[src/rtl/cpu_lsu.sv]
// CPU-side load/store unit: queues core memory commands and issues them one at a time
// to the L1D, handling byte-lane steering for stores and load data extraction.
module cpu_lsu #(
    parameter int ADDR_WIDTH = 32,
    parameter int DATA_WIDTH = 32,
    parameter int FIFO_DEPTH = 4
) (
    input  logic                  clk,
    input  logic                  rst,
    input  logic                  cmd_valid,
    output logic                  cmd_ready,
    input  logic                  cmd_store,
    input  logic [1:0]            cmd_size,
    input  logic                  cmd_signed,
    input  logic [ADDR_WIDTH-1:0] cmd_addr,
    input  logic [DATA_WIDTH-1:0] cmd_wdata,
    output logic                  cpu_l1_valid,
    output logic                  cpu_l1_store,
    output logic [ADDR_WIDTH-1:0] cpu_l1_addr,
    output logic [DATA_WIDTH-1:0] cpu_l1_wdata,
    output logic [3:0]            cpu_l1_be,
    input  logic                  l1_cpu_ready,
    input  logic                  l1_cpu_resp_valid,
    input  logic [DATA_WIDTH-1:0] l1_cpu_rdata,
    output logic                  done_valid,
    output logic                  done_store,
    output logic                  done_err,
    output logic [DATA_WIDTH-1:0] done_data
);

    localparam int PTR_W = $clog2(FIFO_DEPTH);
    localparam logic [PTR_W:0] FULL_COUNT = (PTR_W + 1)'(FIFO_DEPTH);

    typedef enum logic [1:0] {IDLE, REQ, WAIT, ERR} state_t;

    typedef struct packed {
        logic                  store;
        logic [1:0]            size;
        logic                  sgn;
        logic [ADDR_WIDTH-1:0] addr;
        logic [DATA_WIDTH-1:0] wdata;
    } cmd_t;

    cmd_t             fifo_mem [FIFO_DEPTH];
    logic [PTR_W-1:0] wr_ptr, rd_ptr;
    logic [PTR_W:0]   count;
    logic             push, pop, full, empty;

    assign full      = (count == FULL_COUNT);
    assign empty     = (count == '0);
    assign cmd_ready = !full || pop;
    assign push      = cmd_valid && cmd_ready;

    always_ff @(posedge clk) begin
        if (push) fifo_mem[wr_ptr] <= {cmd_store, cmd_size, cmd_signed, cmd_addr, cmd_wdata};
    end

    always_ff @(posedge clk) begin
        if (rst) begin
            wr_ptr <= '0;
            rd_ptr <= '0;
            count  <= '0;
        end else begin
            if (push) wr_ptr <= wr_ptr + PTR_W'(1);
            if (pop)  rd_ptr <= rd_ptr + PTR_W'(1);
            case ({push, pop})
                2'b10:   count <= count + (PTR_W + 1)'(1);
                2'b01:   count <= count - (PTR_W + 1)'(1);
                default: count <= count;
            endcase
        end
    end

    cmd_t                  head;
    logic [1:0]            head_off;
    logic                  head_legal;
    logic [3:0]            head_be;
    logic [DATA_WIDTH-1:0] head_wdata;

    assign head       = fifo_mem[rd_ptr];
    assign head_off   = head.addr[1:0];
    assign head_wdata = head.wdata << {head_off, 3'b000};

    always_comb begin
        head_legal = 1'b0;
        head_be    = 4'b0000;
        case (head.size)
            2'd0: begin head_legal = 1'b1;               head_be = 4'b0001 << head_off; end
            2'd1: begin head_legal = !head_off[0];       head_be = 4'b0011 << head_off; end
            2'd2: begin head_legal = (head_off == 2'd0); head_be = 4'b1111;             end
            default: ;
        endcase
    end

    state_t                state, state_n;
    logic [1:0]            req_size, req_size_n;
    logic                  req_sgn, req_sgn_n;
    logic [1:0]            req_off, req_off_n;
    logic                  l1_valid_n, l1_store_n;
    logic [ADDR_WIDTH-1:0] l1_addr_n;
    logic [DATA_WIDTH-1:0] l1_wdata_n;
    logic [3:0]            l1_be_n;
    logic                  done_valid_n, done_store_n, done_err_n;
    logic [DATA_WIDTH-1:0] done_data_n;
    logic [7:0]            ld_byte;
    logic [15:0]           ld_half;
    logic [DATA_WIDTH-1:0] load_data;

    always_comb begin
        case (req_off)
            2'd0:    ld_byte = l1_cpu_rdata[7:0];
            2'd1:    ld_byte = l1_cpu_rdata[15:8];
            2'd2:    ld_byte = l1_cpu_rdata[23:16];
            default: ld_byte = l1_cpu_rdata[31:24];
        endcase
        ld_half = req_off[1] ? l1_cpu_rdata[31:16] : l1_cpu_rdata[15:0];
        case (req_size)
            2'd0:    load_data = {{(DATA_WIDTH - 8){req_sgn & ld_byte[7]}}, ld_byte};
            2'd1:    load_data = {{(DATA_WIDTH - 16){req_sgn & ld_half[15]}}, ld_half};
            default: load_data = l1_cpu_rdata;
        endcase
    end

    always_comb begin
        state_n      = state;
        pop          = 1'b0;
        req_size_n   = req_size;
        req_sgn_n    = req_sgn;
        req_off_n    = req_off;
        l1_valid_n   = cpu_l1_valid;
        l1_store_n   = cpu_l1_store;
        l1_addr_n    = cpu_l1_addr;
        l1_wdata_n   = cpu_l1_wdata;
        l1_be_n      = cpu_l1_be;
        done_valid_n = 1'b0;
        done_store_n = 1'b0;
        done_err_n   = 1'b0;
        done_data_n  = '0;

        case (state)
            IDLE, ERR: begin
                state_n = IDLE;
                if (!empty) pop = 1'b1;
            end
            REQ: begin
                if (l1_cpu_ready) begin
                    state_n    = WAIT;
                    l1_valid_n = 1'b0;
                end
            end
            WAIT: begin
                if (l1_cpu_resp_valid) begin
                    state_n      = IDLE;
                    done_valid_n = 1'b1;
                    done_store_n = cpu_l1_store;
                    done_data_n  = cpu_l1_store ? '0 : load_data;
                    // An illegal head waits one cycle so its error pulse cannot collide with this completion.
                    if (!empty && head_legal) pop = 1'b1;
                end
            end
            default: state_n = IDLE;
        endcase

        if (pop) begin
            if (head_legal) begin
                state_n    = REQ;
                l1_valid_n = 1'b1;
                l1_store_n = head.store;
                l1_addr_n  = {head.addr[ADDR_WIDTH-1:2], 2'b00};
                l1_wdata_n = head_wdata;
                l1_be_n    = head_be;
                req_size_n = head.size;
                req_sgn_n  = head.sgn;
                req_off_n  = head_off;
            end else begin
                state_n      = ERR;
                done_valid_n = 1'b1;
                done_err_n   = 1'b1;
                done_store_n = head.store;
            end
        end
    end

    always_ff @(posedge clk) begin
        if (rst) begin
            state        <= IDLE;
            req_size     <= '0;
            req_sgn      <= 1'b0;
            req_off      <= '0;
            cpu_l1_valid <= 1'b0;
            cpu_l1_store <= 1'b0;
            cpu_l1_addr  <= '0;
            cpu_l1_wdata <= '0;
            cpu_l1_be    <= '0;
            done_valid   <= 1'b0;
            done_store   <= 1'b0;
            done_err     <= 1'b0;
            done_data    <= '0;
        end else begin
            state        <= state_n;
            req_size     <= req_size_n;
            req_sgn      <= req_sgn_n;
            req_off      <= req_off_n;
            cpu_l1_valid <= l1_valid_n;
            cpu_l1_store <= l1_store_n;
            cpu_l1_addr  <= l1_addr_n;
            cpu_l1_wdata <= l1_wdata_n;
            cpu_l1_be    <= l1_be_n;
            done_valid   <= done_valid_n;
            done_store   <= done_store_n;
            done_err     <= done_err_n;
            done_data    <= done_data_n;
        end
    end

endmodule

[config.mk]
export PLATFORM = sky130hd
export DESIGN_NAME = cpu_lsu
export DESIGN_NICKNAME = d
export VERILOG_FILES = /design/src/rtl/cpu_lsu.sv
export SDC_FILE = /design/constraint.sdc
export NUM_CORES = 1
export LEC_CHECK = 0
export BUFFER_PORTS_ARGS = -buffer_cell sky130_fd_sc_hd__buf_2
export CAP_MARGIN = 20
export CELL_PAD_IN_SITES_DETAIL_PLACEMENT = 1
export CELL_PAD_IN_SITES_GLOBAL_PLACEMENT = 1
export CORE_MARGIN = 1
export CORE_UTILIZATION = 36
export CTS_CLUSTER_SIZE = 16
export DETAILED_ROUTE_END_ITERATION = 7
export PLACE_DENSITY_LB_ADDON = 0.1
export SLEW_MARGIN = 20
export SYNTH_ARGS = -nofsm -noshare
export SYNTH_HDL_FRONTEND = slang
export SYNTH_SLANG_ARGS = --single-unit
[constraint.sdc]
create_clock -name clk -period 7.15 [get_ports clk]
set_clock_uncertainty 0.05 [all_clocks]
set_input_delay 1.43 -clock clk [delete_from_list [all_inputs] [get_ports clk]]
set_output_delay 1.43 -clock clk [all_outputs]
set_load 0.1 [all_outputs]
==> flow_metrics.env <==
export IMPL_drcViolationCount=0
export IMPL_grt_antenna_before_repair=2
export IMPL_core_area_um2=40830
export IMPL_cpMaxStageDelayCell="mux4_2"
export IMPL_met3_usage_pct=3.484
export IMPL_clock_latency_ps=560
export IMPL_avgSynthCellArea_um2=14.97
export IMPL_irDropWorstVdd_mv=0.2307
export IMPL_crit_buf_inv=1
export IMPL_crit_path_end="cmd_ready"
export IMPL_power_leakage_nw=6.335
export IMPL_pre_cts_ws_ps=2804
export IMPL_worst_slack_ps=2326
export IMPL_hp_class="flop to flop"
export IMPL_timing_rr_end="fifo_mem[3][66]"
export IMPL_power_density_nw_per_um2=428.0
export IMPL_maxSlewViolCount=0
export IMPL_r2r_setup_slack_ps=2940
export IMPL_grt_max_degree=92
export IMPL_globalplace_congestion=0.7862
export IMPL_rows=74
export IMPL_antenna_cells=0
export IMPL_synth_edf_count=272
export IMPL_grt_use_met1_pct=25.24
export IMPL_dr_pass1_iters=4
export IMPL_die_y_um=205.4
export IMPL_fin_crit_sh_pct=67.47
export IMPL_crit_family="multiplexers"
export IMPL_max_stage_delay_ps=950
export IMPL_stdcell_area_um2=17810
export IMPL_crit_chain="mux4_2 > nor3_4 > o21ai_2 > nand2_1 > buf_2"
export IMPL_cap_violations=0
export IMPL_nFillCells=4162
export IMPL_io_pins=211
export IMPL_status="finished, final reports clean"
export IMPL_dr_total_vias=8974
export IMPL_power_mw=7.623
export IMPL_async_flop_share_pct=0
export IMPL_r2r_cells=6
export IMPL_worstSetupEndpointType="output pin"
export IMPL_critPathMaxFanout=39
export IMPL_drt_iter0_drc=483
export IMPL_ys_types=50
export IMPL_synth_seq_cells=391
export IMPL_finalSetupTns_ps=0
export IMPL_cts_tree="yes"
export IMPL_cts_sinks=391
export IMPL_final_hold_viol_count=0
export IMPL_overflow=0
export IMPL_synthesis_area_um2=14890
export IMPL_setup_viol=0
export IMPL_critPathRequiredTime_ps=5670
export IMPL_arrival_ps=3340
export IMPL_cts_root_buffer="clkbuf_16"
export IMPL_placed_area_um2=16450
export IMPL_final_cells=1765
export IMPL_worstMarginPinSlew_ps=1078
export IMPL_start_util_pct=36.48
export IMPL_ys_seq_area_share_pct=70.83
export IMPL_drive_above_1_share_pct=29.68
export IMPL_cts_setup_buffers=0
export IMPL_final_common_cell="edfxtp_1"
export IMPL_htreeDepth=2
export IMPL_max_freq_mhz=207.3
export IMPL_met2_usage_pct=29.84
export IMPL_nets=1310
export IMPL_port_buffers=208
export IMPL_grt_usage_pct=18.45
export IMPL_die_w_um=205.4
export IMPL_startpoint_type="flop"
export IMPL_grt_pass1_wl_um=57570
export IMPL_vias_per_cell=5.084
export IMPL_cts_resized=0
export IMPL_crit_cells=5
export IMPL_ys_warn_count=0
export IMPL_syn_inst=995
export IMPL_slew_headroom_pct=28.10
export IMPL_clk_pin_slew_worst_paths_ps=60
export IMPL_dieArea_um2=42190
export IMPL_dp_cells=1684
export IMPL_mostFrequentLayoutCells="272 x edfxtp_1, 207 x buf_2, 128 x nand2_1, 117 x dfxtp_1, 101 x a21oi_1"
export IMPL_wire_per_inst_um=21.63
export IMPL_path_class="flop to output pin"
export IMPL_grt_busiest_layer="met2"
export IMPL_post_route_min_period_ps=4824
export IMPL_cts_made_buffers=44
export IMPL_synth_ff_type="edfxtp_1"
export IMPL_drt_wl_total_um=38190
export IMPL_detail_route_antenna_nets=0
export IMPL_clock_path_buffers=3
export IMPL_area_growth_synth_to_final_pct=19.57
export IMPL_rsz0062_at_grt="no"
export IMPL_hpwl_um=24500
export IMPL_hold_buffers=0
export IMPL_grt_pass1_vias=9275
## power breakdown
part | switching [mW] | internal, mW | total, mW
combinational | 1.88 | 0.646 | 2.53
sequential | 0.193 | 2.76 | 2.96
clock | 0.897 | 1.24 | 2.14
## stage by stage
step                      util, %  hold WS, ps
after detailed placement    40.29        395.1
after CTS                   43.62        403.0
after global placement      40.29        391.2
final                       43.62        398.3
after global routing        43.62        414.9
after floorplan                 -        394.7
## worst reg2reg max path, cell delays in order, from the launching register on
cell and delay, ps:
dfxtp_4 790, mux4_2 960, nor3_4 340, o21ai_2 160
a21boi_2 310, and2_4 710, buf_4 500
## how the worst min path moves through the flow
stage	startpoint	cells past startpoint	endpoint	slack, ps
global placement	cpu_l1_be[1]	2	cpu_l1_be[1]	390
global route	cpu_l1_addr[28]	2	cpu_l1_addr[28]	410
CTS	cpu_l1_addr[18]	2	cpu_l1_addr[18]	400
floorplan	req_sgn	2	req_sgn	390
detailed placement	cpu_l1_be[3]	2	cpu_l1_be[3]	400
finish	cpu_l1_be[3]	2	cpu_l1_be[3]	400
## state kept, by name, summed over array words and instances, names as in the netlist, 2 cells and up, named ones only
| register | flops |
|---|---|
| req_off | 2 |
| cpu_l1_addr | 30 |
| cpu_l1_wdata | 32 |
| rd_ptr | 2 |
| req_size | 2 |
| fifo_mem | 272 |
| wr_ptr | 2 |
| done_data | 32 |
| state | 2 |
| cpu_l1_be | 4 |
| count | 3 |
## cells in the mapped netlist (2+ instances only)
master,instances,share of area [%]
a211oi_1,18,0.91
a21o_1,2,0.10
a21oi_1,101,3.4
a21oi_2,2,0.12
a221oi_1,8,0.47
a22oi_1,8,0.40
and2_1,4,0.17
and3_1,2,0.084
buf_1,3,0.076
buf_2,18,0.60
buf_4,6,0.30
clkbuf_1,38,0.96
dfxtp_1,119,16
edfxtp_1,272,55
ha_1,6,0.50
inv_1,16,0.40
mux2i_1,21,1.4
mux4_2,68,10
nand2_1,128,3.2
nand2b_1,2,0.084
nand3_1,16,0.54
nor2_1,46,1.2
nor2b_1,14,0.59
nor3_1,23,0.77
o211ai_1,2,0.10
o21ai_0,19,0.64
o31ai_1,7,0.35
or3_1,3,0.13
xnor2_1,2,0.12
## per-layer routing
layer / up-vias / routed length, um
met3: 66 / 1744
met2: 213 / 18220
met4: 0 / 960
met5: - / 0
li1: 4174 / -
met1: 4521 / 17260
## cell families (layout without fill, tap and decap cells)
kind of cell | count (synthesis) | after routing | share of synthesized area, %
AO/OA/AOI/OAI | 176 | 176 | 6.998
XOR/XNOR | 2 | 2 | 0.1176
adder cells (fa/ha/maj) | 7 | 7 | 0.6384
buffers and inverters | 82 | 319 | 2.369
flip-flops | 391 | 391 | 70.83
multiplexers | 90 | 90 | 11.77
other | 1 | 2 | 0.02518
AND/OR/NAND/NOR | 246 | 246 | 7.250
## area by class of cell
cell class / count / area (um^2) / area share, %
inverter: 17 / 63.81 / 0.3583
clock buffer: 61 / 1195 / 6.709
sequential: 391 / 10560 / 59.28
tap: 532 / 665.6 / 3.738
timing repair buffer: 221 / 1141 / 6.407
clock inverter: 20 / 162.7 / 0.9133
multi-input combinational: 523 / 4024 / 22.59
(Power assumes the default switching activity.)
